<file path="src/rtl/debounce_multi.sv">
// -----------------------------------------------------------------------------
// debounce_multi
//
// Multi-channel input debouncer for mechanical buttons and slow serial lines
// (PS/2 clock/data and similar). Each channel is synchronised into the clk
// domain, then a per-channel counter measures how long the synchronised value
// has been stable. The counter only advances on cycles where tick is high, so
// the debounce window is (2^CNT_WIDTH - 1) ticks. A change is accepted only
// after the input has been stable for the whole window.
//
// Parameters
//   CHANNELS    number of independent channels (1..16)
//   CNT_WIDTH   stability counter width; threshold MAX = 2^CNT_WIDTH - 1
//   SYNC_STAGES synchroniser depth per channel (2..4)
//   INIT_LEVEL  reset value of every debounced level bit (0 or 1)
//
// Ports
//   clk    sole clock, everything on the rising edge
//   rst_n  synchronous active-low reset
//   tick   count enable for the stability counters
//   din    raw asynchronous inputs, one bit per channel
//   level  debounced level per channel (registered)
//   rise   one-cycle pulse in the first cycle level shows a 0->1 change
//   fall   one-cycle pulse in the first cycle level shows a 1->0 change
//
// Build option
//   DEBOUNCE_EDGE_EN  when defined, rise/fall are generated. When undefined,
//                     the rise/fall ports still exist but are tied to 0 and
//                     the edge registers are not built. level behaves the
//                     same either way.
//
// There is no handshake on this block: din is sampled every cycle, and
// level/rise/fall are plain registered outputs valid every cycle after reset.
// -----------------------------------------------------------------------------
module debounce_multi #(
  parameter int CHANNELS    = 4,
  parameter int CNT_WIDTH   = 7,
  parameter int SYNC_STAGES = 2,
  parameter int INIT_LEVEL  = 0
) (
  input  logic                clk,
  input  logic                rst_n,
  input  logic                tick,
  input  logic [CHANNELS-1:0] din,
  output logic [CHANNELS-1:0] level,
  output logic [CHANNELS-1:0] rise,
  output logic [CHANNELS-1:0] fall
);

  // Stability threshold: the counter saturates here and never wraps.
  localparam logic [CNT_WIDTH-1:0] MAX      = '1;
  localparam logic                 INIT_BIT = (INIT_LEVEL != 0);
  localparam logic [CHANNELS-1:0]  INIT_VEC = {CHANNELS{INIT_BIT}};

  // Synchroniser chain; stage 0 is the metastability-catching flop.
  logic [CHANNELS-1:0]  sync_q [SYNC_STAGES];
  // s: synchronised value; p: s one cycle later.
  logic [CHANNELS-1:0]  s;
  logic [CHANNELS-1:0]  p_q;
  // Per-channel stability counters.
  logic [CNT_WIDTH-1:0] cnt_q  [CHANNELS];
  logic [CNT_WIDTH-1:0] cnt_d  [CHANNELS];
  // Debounced level and the per-channel "accept the new value" strobe.
  logic [CHANNELS-1:0]  level_q;
  logic [CHANNELS-1:0]  stable;
  logic [CHANNELS-1:0]  load;

  assign s      = sync_q[SYNC_STAGES-1];
  assign stable = ~(s ^ p_q);

  // ---------------------------------------------------------------------------
  // Synchroniser and one-cycle delay. Reset forces the whole chain and p to
  // the initial level so no spurious disagreement appears after reset.
  // ---------------------------------------------------------------------------
  always_ff @(posedge clk) begin
    if (!rst_n) begin
      for (int k = 0; k < SYNC_STAGES; k++) begin
        sync_q[k] <= INIT_VEC;
      end
      p_q <= INIT_VEC;
    end else begin
      sync_q[0] <= din;
      for (int k = 1; k < SYNC_STAGES; k++) begin
        sync_q[k] <= sync_q[k-1];
      end
      p_q <= s;
    end
  end

  // ---------------------------------------------------------------------------
  // Counter next-state and level-load decision, per channel.
  // A disagreement between s and p always wins: the count restarts even if
  // the counter had already reached MAX, so a change arriving at MAX can never
  // be accepted before it has itself been stable for a full window.
  // The level load uses the current counter value, so it needs no tick.
  // ---------------------------------------------------------------------------
  always_comb begin
    load = '0;
    for (int i = 0; i < CHANNELS; i++) begin
      cnt_d[i] = cnt_q[i];
      load[i]  = (cnt_q[i] == MAX) && stable[i] && (p_q[i] != level_q[i]);
      if (!stable[i]) begin
        cnt_d[i] = '0;
      end else if (tick && (cnt_q[i] != MAX)) begin
        cnt_d[i] = cnt_q[i] + 1'b1;
      end
    end
  end

  always_ff @(posedge clk) begin
    if (!rst_n) begin
      for (int i = 0; i < CHANNELS; i++) begin
        cnt_q[i] <= '0;
      end
      level_q <= INIT_VEC;
    end else begin
      for (int i = 0; i < CHANNELS; i++) begin
        cnt_q[i] <= cnt_d[i];
      end
      level_q <= (level_q & ~load) | (p_q & load);
    end
  end

  assign level = level_q;

  // ---------------------------------------------------------------------------
  // Edge pulses. They are registered from the same load strobe that updates
  // level, so a pulse is visible in exactly the cycle the new level first
  // appears. Since a load always flips level toward p, at most one of
  // rise/fall can be set for a channel.
  // ---------------------------------------------------------------------------
`ifdef DEBOUNCE_EDGE_EN
  logic [CHANNELS-1:0] rise_q;
  logic [CHANNELS-1:0] fall_q;

  always_ff @(posedge clk) begin
    if (!rst_n) begin
      rise_q <= '0;
      fall_q <= '0;
    end else begin
      rise_q <= load & p_q;
      fall_q <= load & ~p_q;
    end
  end

  assign rise = rise_q;
  assign fall = fall_q;
`else
  assign rise = '0;
  assign fall = '0;
`endif

endmodule

</file>
<file path="config.mk">
export PLATFORM = sky130hd
export DESIGN_NAME = debounce_multi
export DESIGN_NICKNAME = d
export VERILOG_FILES = /design/src/rtl/debounce_multi.sv
export SDC_FILE = /design/constraint.sdc
export NUM_CORES = 1
export LEC_CHECK = 0
export ABC_AREA = 1
export CORE_ASPECT_RATIO = 0.8
export CORE_MARGIN = 8
export CORE_UTILIZATION = 50
export DETAILED_ROUTE_END_ITERATION = 10
export DONT_BUFFER_PORTS = 1
export GPL_TIMING_DRIVEN = 1
export PLACE_DENSITY_LB_ADDON = 0.25
export SYNTH_ARGS = -nofsm -noshare
export SYNTH_HDL_FRONTEND = slang
export SYNTH_SLANG_ARGS = --single-unit
</file>
<file path="constraint.sdc">
create_clock -name clk -period 2.1 [get_ports clk]
set_input_delay 0.21 -clock clk [delete_from_list [all_inputs] [get_ports clk]]
set_output_delay 0.21 -clock clk [all_outputs]
set_load 0.01 [all_outputs]
</file>
==> results of run 1 <==
registers in the layout, indices dropped and copies added (netlist names), named ones only:
register and flops:
cnt_q 28, sync_q 8, p_q 4
cells by family after synthesis:
kind of cell,Yosys count
buffers and inverters,55
XOR/XNOR,9
AND/OR/NAND/NOR,144
AO/OA/AOI/OAI,30
flip-flops,44
other,1
adder cells (fa/ha/maj),4
report_power, final:
part,switching (W),internal [W]
clock network,0.000282,0.000353
registers,0.0000147,0.000855
logic,0.0000515,0.0000326
total,0.000349,0.00124
per-layer routing:
layer,track usage,wire (microns),up-vias,share of wire
li1,-,-,882,-
met1,0.144,1730,681,0.50
met2,0.187,1470,19,0.43
met3,0.0401,165,6,0.048
met4,0.0532,52,0,0.015
met5,0,0,-,0
stage by stage:
step / hold WS [ps] / setup WS (ps)
finish: 10.1 / 755
global route: 16.0 / 575
CTS: 0.185 / 741
detailed placement: 310 / 755
global placement: 306 / 781
floorplan: 308 / 885
Yosys cell counts:
cell and instances:
conb_1 1, nand3_1 24, a21oi_1 25, nand2_1 70, or2_2 2, xor2_1 7, o21ai_0 4, ha_1 4
buf_4 9, nand3_4 1, nand2_2 3, nand4_1 2, clkbuf_1 1, dfxtp_1 44, buf_6 1, nor3_1 2
nor3_2 1, nor2_1 33, o21a_1 1, nand3b_1 2, inv_1 42, nand2_4 1, buf_2 2, nor2_2 3
xnor2_1 2
final timing paths:
| path | startpoint | endpoint | cells after the start |
|---|---|---|---|
| worst min register to register | sync_q[0][3]$_SDFF_PN0_ | sync_q[0][7]$_SDFF_PN0_ | 2 |
| worst min-delay path | rst_n | sync_q[0][7]$_SDFF_PN0_ | 2 |
| worst max-delay path | cnt_q[3][0]$_SDFFE_PN0P_ | flip-flop | 8 |
| worst max register to register | cnt_q[3][0]$_SDFFE_PN0P_ | flip-flop | 8 |
repair_timing:
item,in CTS,in global routing
endpoints found under the setup margin,0,0
hold buffers,4,0
hold endpoints to repair,7,0
gates resized for setup,0,0
worst reg2reg max path, stage by stage (launching register included):
cell and delay, ps:
dfxtp_1 370, ha_1 250, inv_1 70, nor2_2 140, nand2_2 120, nor2_1 140
nand2_1 60, nand2_1 50, nor2_1 30
cell type report:
class                      instances  area share
clock inverter                     2      0.0159
multi-input combinational        195       0.429
clock buffer                       6      0.0330
tap                               55      0.0313
sequential                        44       0.400
inverter                          42      0.0717
timing repair buffer               4      0.0182
==> flow_summary.ini, run 1 <==
[global_routing]
grt_use_total = 0.119
grt_start_max_net_pins = 22
grt_first_pass_wirelength_microns = 6090
grt_overflow = 0
antenna_found_initial = 0
grt_pass1_vias = 1463

[detailed_routing]
wire_per_inst_microns = 9.82
ant_nets = 0
avgViaCountPerCell = 4.56
routed_wl_microns = 3420
drt_first_pass_iters = 4
vias = 1588
drtIter0Drc = 68
drcViolationCount = 0

[die]
die-area_sq_um = 6420
initial_utilization = 0.528
core_sq_um = 3880
die_w_microns = 87.6
ioPinCount = 19
row_count = 20
die_h_microns = 73.3

[synth]
syn_inst = 287
synth_top_family_by_area = simple AND/OR/NAND/NOR gates
ys_ff_latch = 44
synth_top_area_frac = 0.430
synth.area.mux_share = 0
yosys.area_share.xor_xnor = 0.0385
synth_compound_area_frac = 0.0745
syn_area_sq_um = 2050
yosysSeqAreaShare = 0.430
yosys.area_share.simple = 0.309
avgSynthCellArea_sq_um = 7.14
yosysTopAreaCell = dfxtp_1
synthTopCellsByArea = dfxtp_1, nand2_1, inv_1
yosysUniqueCellTypes = 25
yosys.area_share.adder = 0.0244
yosysWarnings = 0

[placement]
placed_area_sq_um = 2050
port-buffer-count = 0
dp.cells = 336
post-dp-hpwl_microns = 2480
gp_congestion = 0.862

[power_and_ir_drop]
total_power_w = 0.00159
p_leak_nw = 1.02
p_per_area_nw_per_um2 = 722
irDropWorstVdd_mv = 0.525

[cells_and_area]
layout.nets = 303
final_cell_mix = nand2_1, dfxtp_1, inv_1
fill_cells = 364
seqCellArea_sq_um = 881
fin_area_sq_um = 2200
syn_to_final_growth_pct = 7.33
post-route-util = 0.567
antenna_cells = 0
multi_input_area_sq_um = 945
layout-drive-gt1-share = 0.0614
final_cells = 348
layout_commonest_cell = nand2_1

[setup_path]
crit_path_end_kind = flip-flop
crit_arrival_ps = 1540
cpMaxStageDelayCell = dfxtp_1
crit_chain = ha_1 > inv_1 > nor2_2 > nand2_2 > nor2_1 > nand2_1 > nand2_1 > nor2_1
worst_setup_path_start_kind = flip-flop
crit_type = flip-flop to flip-flop
path_buf_inv = 1
crit_family = simple AND/OR/NAND/NOR gates
max_stage_delay_ps = 370
critPathMaxFanout = 8
r2r_slack_ps = 750
worst_ep_required_time_ps = 2300

[timing]
slew_viol_final = 0
final.setup.tns_ps = 0
finClkSkew_ps = 7.90
rsz0062_at_grt = false
finalCritPeriodShare = 0.641
clock.fmax_ghz = 0.743
min_period_ps = 1350
finalHoldViolations = 0
setup_violations = 0

[outcome]
status = completed

[cts]
clkSlewWorstSetupHoldPaths_ps = 80
cts_root_buf = clkbuf_8
post_cts_buffers = 0
clock_latency_ps = 300
cts_tree = done
cts.htree.levels = 2
cts_buffers = 5
clk_path_buf_depth = 2
clkSinkCount = 44

[hold_path]
hp-class = input port to flip-flop

[run]
drv_cap = 0
No activity file was read; power rests on OpenSTA's default activity.
==> run 2: changes to the inputs <==
Settings changed: ABC_AREA 1 to 0.
Clock period 2.1 ns to 1.4 ns, I/O delays scaled along.
==> run 2 against run 1 <==
  * Combinational power grew 91%
  * Wire length rose by 14%
  * Total power increased by 40%
  * Die area increased by 3.1%
  * Clock skew is 3.4 ps lower
  * Sequential cell count is the same
  * Clock power grew 17%
  * Worst hold slack lost 1.1 ps
  * Non-clock buffer count is 11 higher
  * Critical path depth decreased by 4
  * Setup slack lost 700 ps
  * Register-to-register slack worse by 700 ps
==> flow_summary.ini, run 2 <==
[setup_path]
worst_ep_required_time_ps = 1580
critPathMaxFanout = 7
worst_setup_path_start_kind = flip-flop
crit_type = flip-flop to flip-flop
cpMaxStageDelayCell = dfxtp_1
path_buf_inv = 0
crit_chain = ha_1 > and3_2 > and4_1 > o31a_1
regToRegStartpoint = cnt_q[1][0]$_SDFFE_PN0P_
worstRegToRegCells = 4
crit_arrival_ps = 1530
r2r_slack_ps = 50
crit_family = simple AND/OR/NAND/NOR gates
max_stage_delay_ps = 340
crit_path_end_kind = flip-flop

[global_routing]
grt_pass1_vias = 1482
grt_use_total = 0.129
grt_first_pass_wirelength_microns = 6890
grt_start_max_net_pins = 40
grt_overflow = 0
antenna_found_initial = 0

[die]
initial_utilization = 0.516
die-area_sq_um = 6610
die_w_microns = 88.9
core_sq_um = 4130
row_count = 21
ioPinCount = 19
die_h_microns = 74.4

[synth]
syn_area_sq_um = 2130
ys_ff_latch = 44
avgSynthCellArea_sq_um = 9.33
ys.flop_type = dfxtp_1
yosysUniqueCellTypes = 31
synth_async_sr_flop_share = 0
synth_top_area_frac = 0.414
syn_inst = 228
yosysMostFrequentCell = dfxtp_1
synth_commonest_cells = dfxtp_1, nand3_1, mux2i_1
synth_edf_count = 0
yosysTopAreaCell = dfxtp_1
synthTopCellsByArea = dfxtp_1, mux2i_1, nand3_1
yosysWarnings = 0
yosysSeqAreaShare = 0.414

[placement]
placed_area_sq_um = 2140
gp_congestion = 0.740
port-buffer-count = 0
post-dp-hpwl_microns = 2540

[cells_and_area]
antenna_cells = 0
fin_area_sq_um = 2290
largest_reg_flops = 28
layout-drive-gt1-share = 0.126
final_cell_mix = dfxtp_1, nand3_1, mux2i_1
largest-register = cnt_q
layout_commonest_cell = dfxtp_1
top_regs = cnt_q (28), sync_q (8), p_q (4)
layout.nets = 242
syn_to_final_growth_pct = 7.47

[detailed_routing]
drtIter0Drc = 68
ant_nets = 0
vias = 1591
routed_wl_microns = 3890
wire_per_inst_microns = 13.5
drt_first_pass_iters = 6
avgViaCountPerCell = 5.52
drcViolationCount = 0

[run]
drv_cap = 0

[power_and_ir_drop]
p_per_area_nw_per_um2 = 971
irDropWorstVdd_mv = 0.705
p_leak_nw = 0.831
cellInternalPower_w = 0.00170
combPwrFrac = 0.073
p_sw_frac = 0.234
p_seq_frac = 0.591
p_sw_w = 0.000519
clockPowerShare = 0.336

[timing]
finClkSkew_ps = 4.53
final.setup.tns_ps = 0
min_period_ps = 1350
clock.fmax_ghz = 0.743
slew_viol_final = 0
finalCritPeriodShare = 0.961
rsz0062_at_grt = false
setup_violations = 0
finalHoldViolations = 0

[hold_path]
worstHoldStart = rst_n
min_to = cnt_q[2][5]$_SDFFE_PN0P_
worstHoldPathCells = 2
hp-class = input port to flip-flop

[cts]
cts.htree.levels = 2
clkSlewWorstSetupHoldPaths_ps = 80
clk_path_buf_depth = 2
cts_buffers = 5
cts_tree = done
post_cts_buffers = 0
clock_latency_ps = 290
cts_root_buf = clkbuf_8
clkSinkCount = 44

[outcome]
status = completed
==> run 2: cell count changes after synthesis, moves of 10 or more <==
| cell | previous run | this run |
|---|---|---|
| nand3b_1 | 2 | 12 |
| inv_1 | 42 | 5 |
| and2_1 | 0 | 12 |
| a21oi_1 | 25 | 12 |
| nand2_1 | 70 | 12 |
| nor2_1 | 33 | 4 |
| mux2i_1 | 0 | 14 |
==> run 2: area by class of cell <==
cell class | count | area [sq um]
clock buffers | 5 | 68.8
clock inverters | 2 | 12.5
fillers | 405 | 1840
inverters | 5 | 18.8
multi-input cells | 160 | 1110
flip-flops and latches | 44 | 881
well taps | 57 | 71.3
repair buffers | 15 | 125
==> run 2: timing repair <==
action                                  in CTS  in global routing
gates resized for setup                      0                  6
endpoints found under the setup margin       0                  8
hold endpoints to repair                    14                  0
hold buffers                                 5                  0
==> run 2: per-stage QoR <==
stage / setup slack, ps / cells / total power, W / utilization / hold WS, ps
final: 54.7 / 288 / 0.00222 / 0.554 / 8.97
after global routing: 3.24 / 288 / 0.00234 / 0.554 / 7.92
after CTS: 25.7 / 288 / 0.00225 / 0.551 / 3.73
after detailed placement: 48.6 / 276 / 0.00148 / 0.519 / 270
after global placement: 85.8 / 276 / 0.00148 / 0.519 / 267
after floorplan: 41.4 / 235 / 0.00148 / - / 267
==> run 2: worst max-delay path by stage <==
stage | cells past startpoint | endpoint | slack [ps] | startpoint
floorplan | 5 | flip-flop | 40 | cnt_q[0][0]$_SDFFE_PN0P_
global placement | 4 | flip-flop | 90 | cnt_q[1][0]$_SDFFE_PN0P_
detailed placement | 4 | cnt_q[0][1]$_SDFFE_PN0P_ | 50 | cnt_q[0][0]$_SDFFE_PN0P_
CTS | 4 | flip-flop | 30 | cnt_q[0][0]$_SDFFE_PN0P_
global route | 4 | flip-flop | 3 | cnt_q[1][0]$_SDFFE_PN0P_
finish | 4 | flip-flop | 50 | cnt_q[1][0]$_SDFFE_PN0P_
==> run 2: cell families after synthesis <==
kind of cell | synth area share
DFF | 0.414
buffers and inverters | 0.0841
other | 0.00176
AOI/OAI and AO/OA | 0.148
adders and majority gates | 0.0235
and+or+nand+nor | 0.233
muxes | 0.0658
xor gates and xnor gates | 0.0306
==> run 2: routing by layer <==
layer | part of all wire | vias to the layer above | track usage | wire, microns
met1 | 0.52 | 743 | 0.175 | 2030
li1 | - | 818 | - | -
met2 | 0.42 | 26 | 0.193 | 1650
met3 | 0.046 | 4 | 0.0408 | 178
met5 | 0 | - | 0 | 0
met4 | 0.0075 | 0 | 0.0331 | 29
==> run 2: power groups by stage <==
stage | Combinational [W] | Sequential (W) | Clock [W]
6_report | 0.000161 | 0.00131 | 0.000747
5_1_grt | 0.000180 | 0.00132 | 0.000839
4_1_cts | 0.000160 | 0.00131 | 0.000780
3_5_place_dp | 0.000142 | 0.00134 | 0
3_3_place_gp | 0.000141 | 0.00134 | 0
2_1_floorplan | 0.000149 | 0.00134 | 0
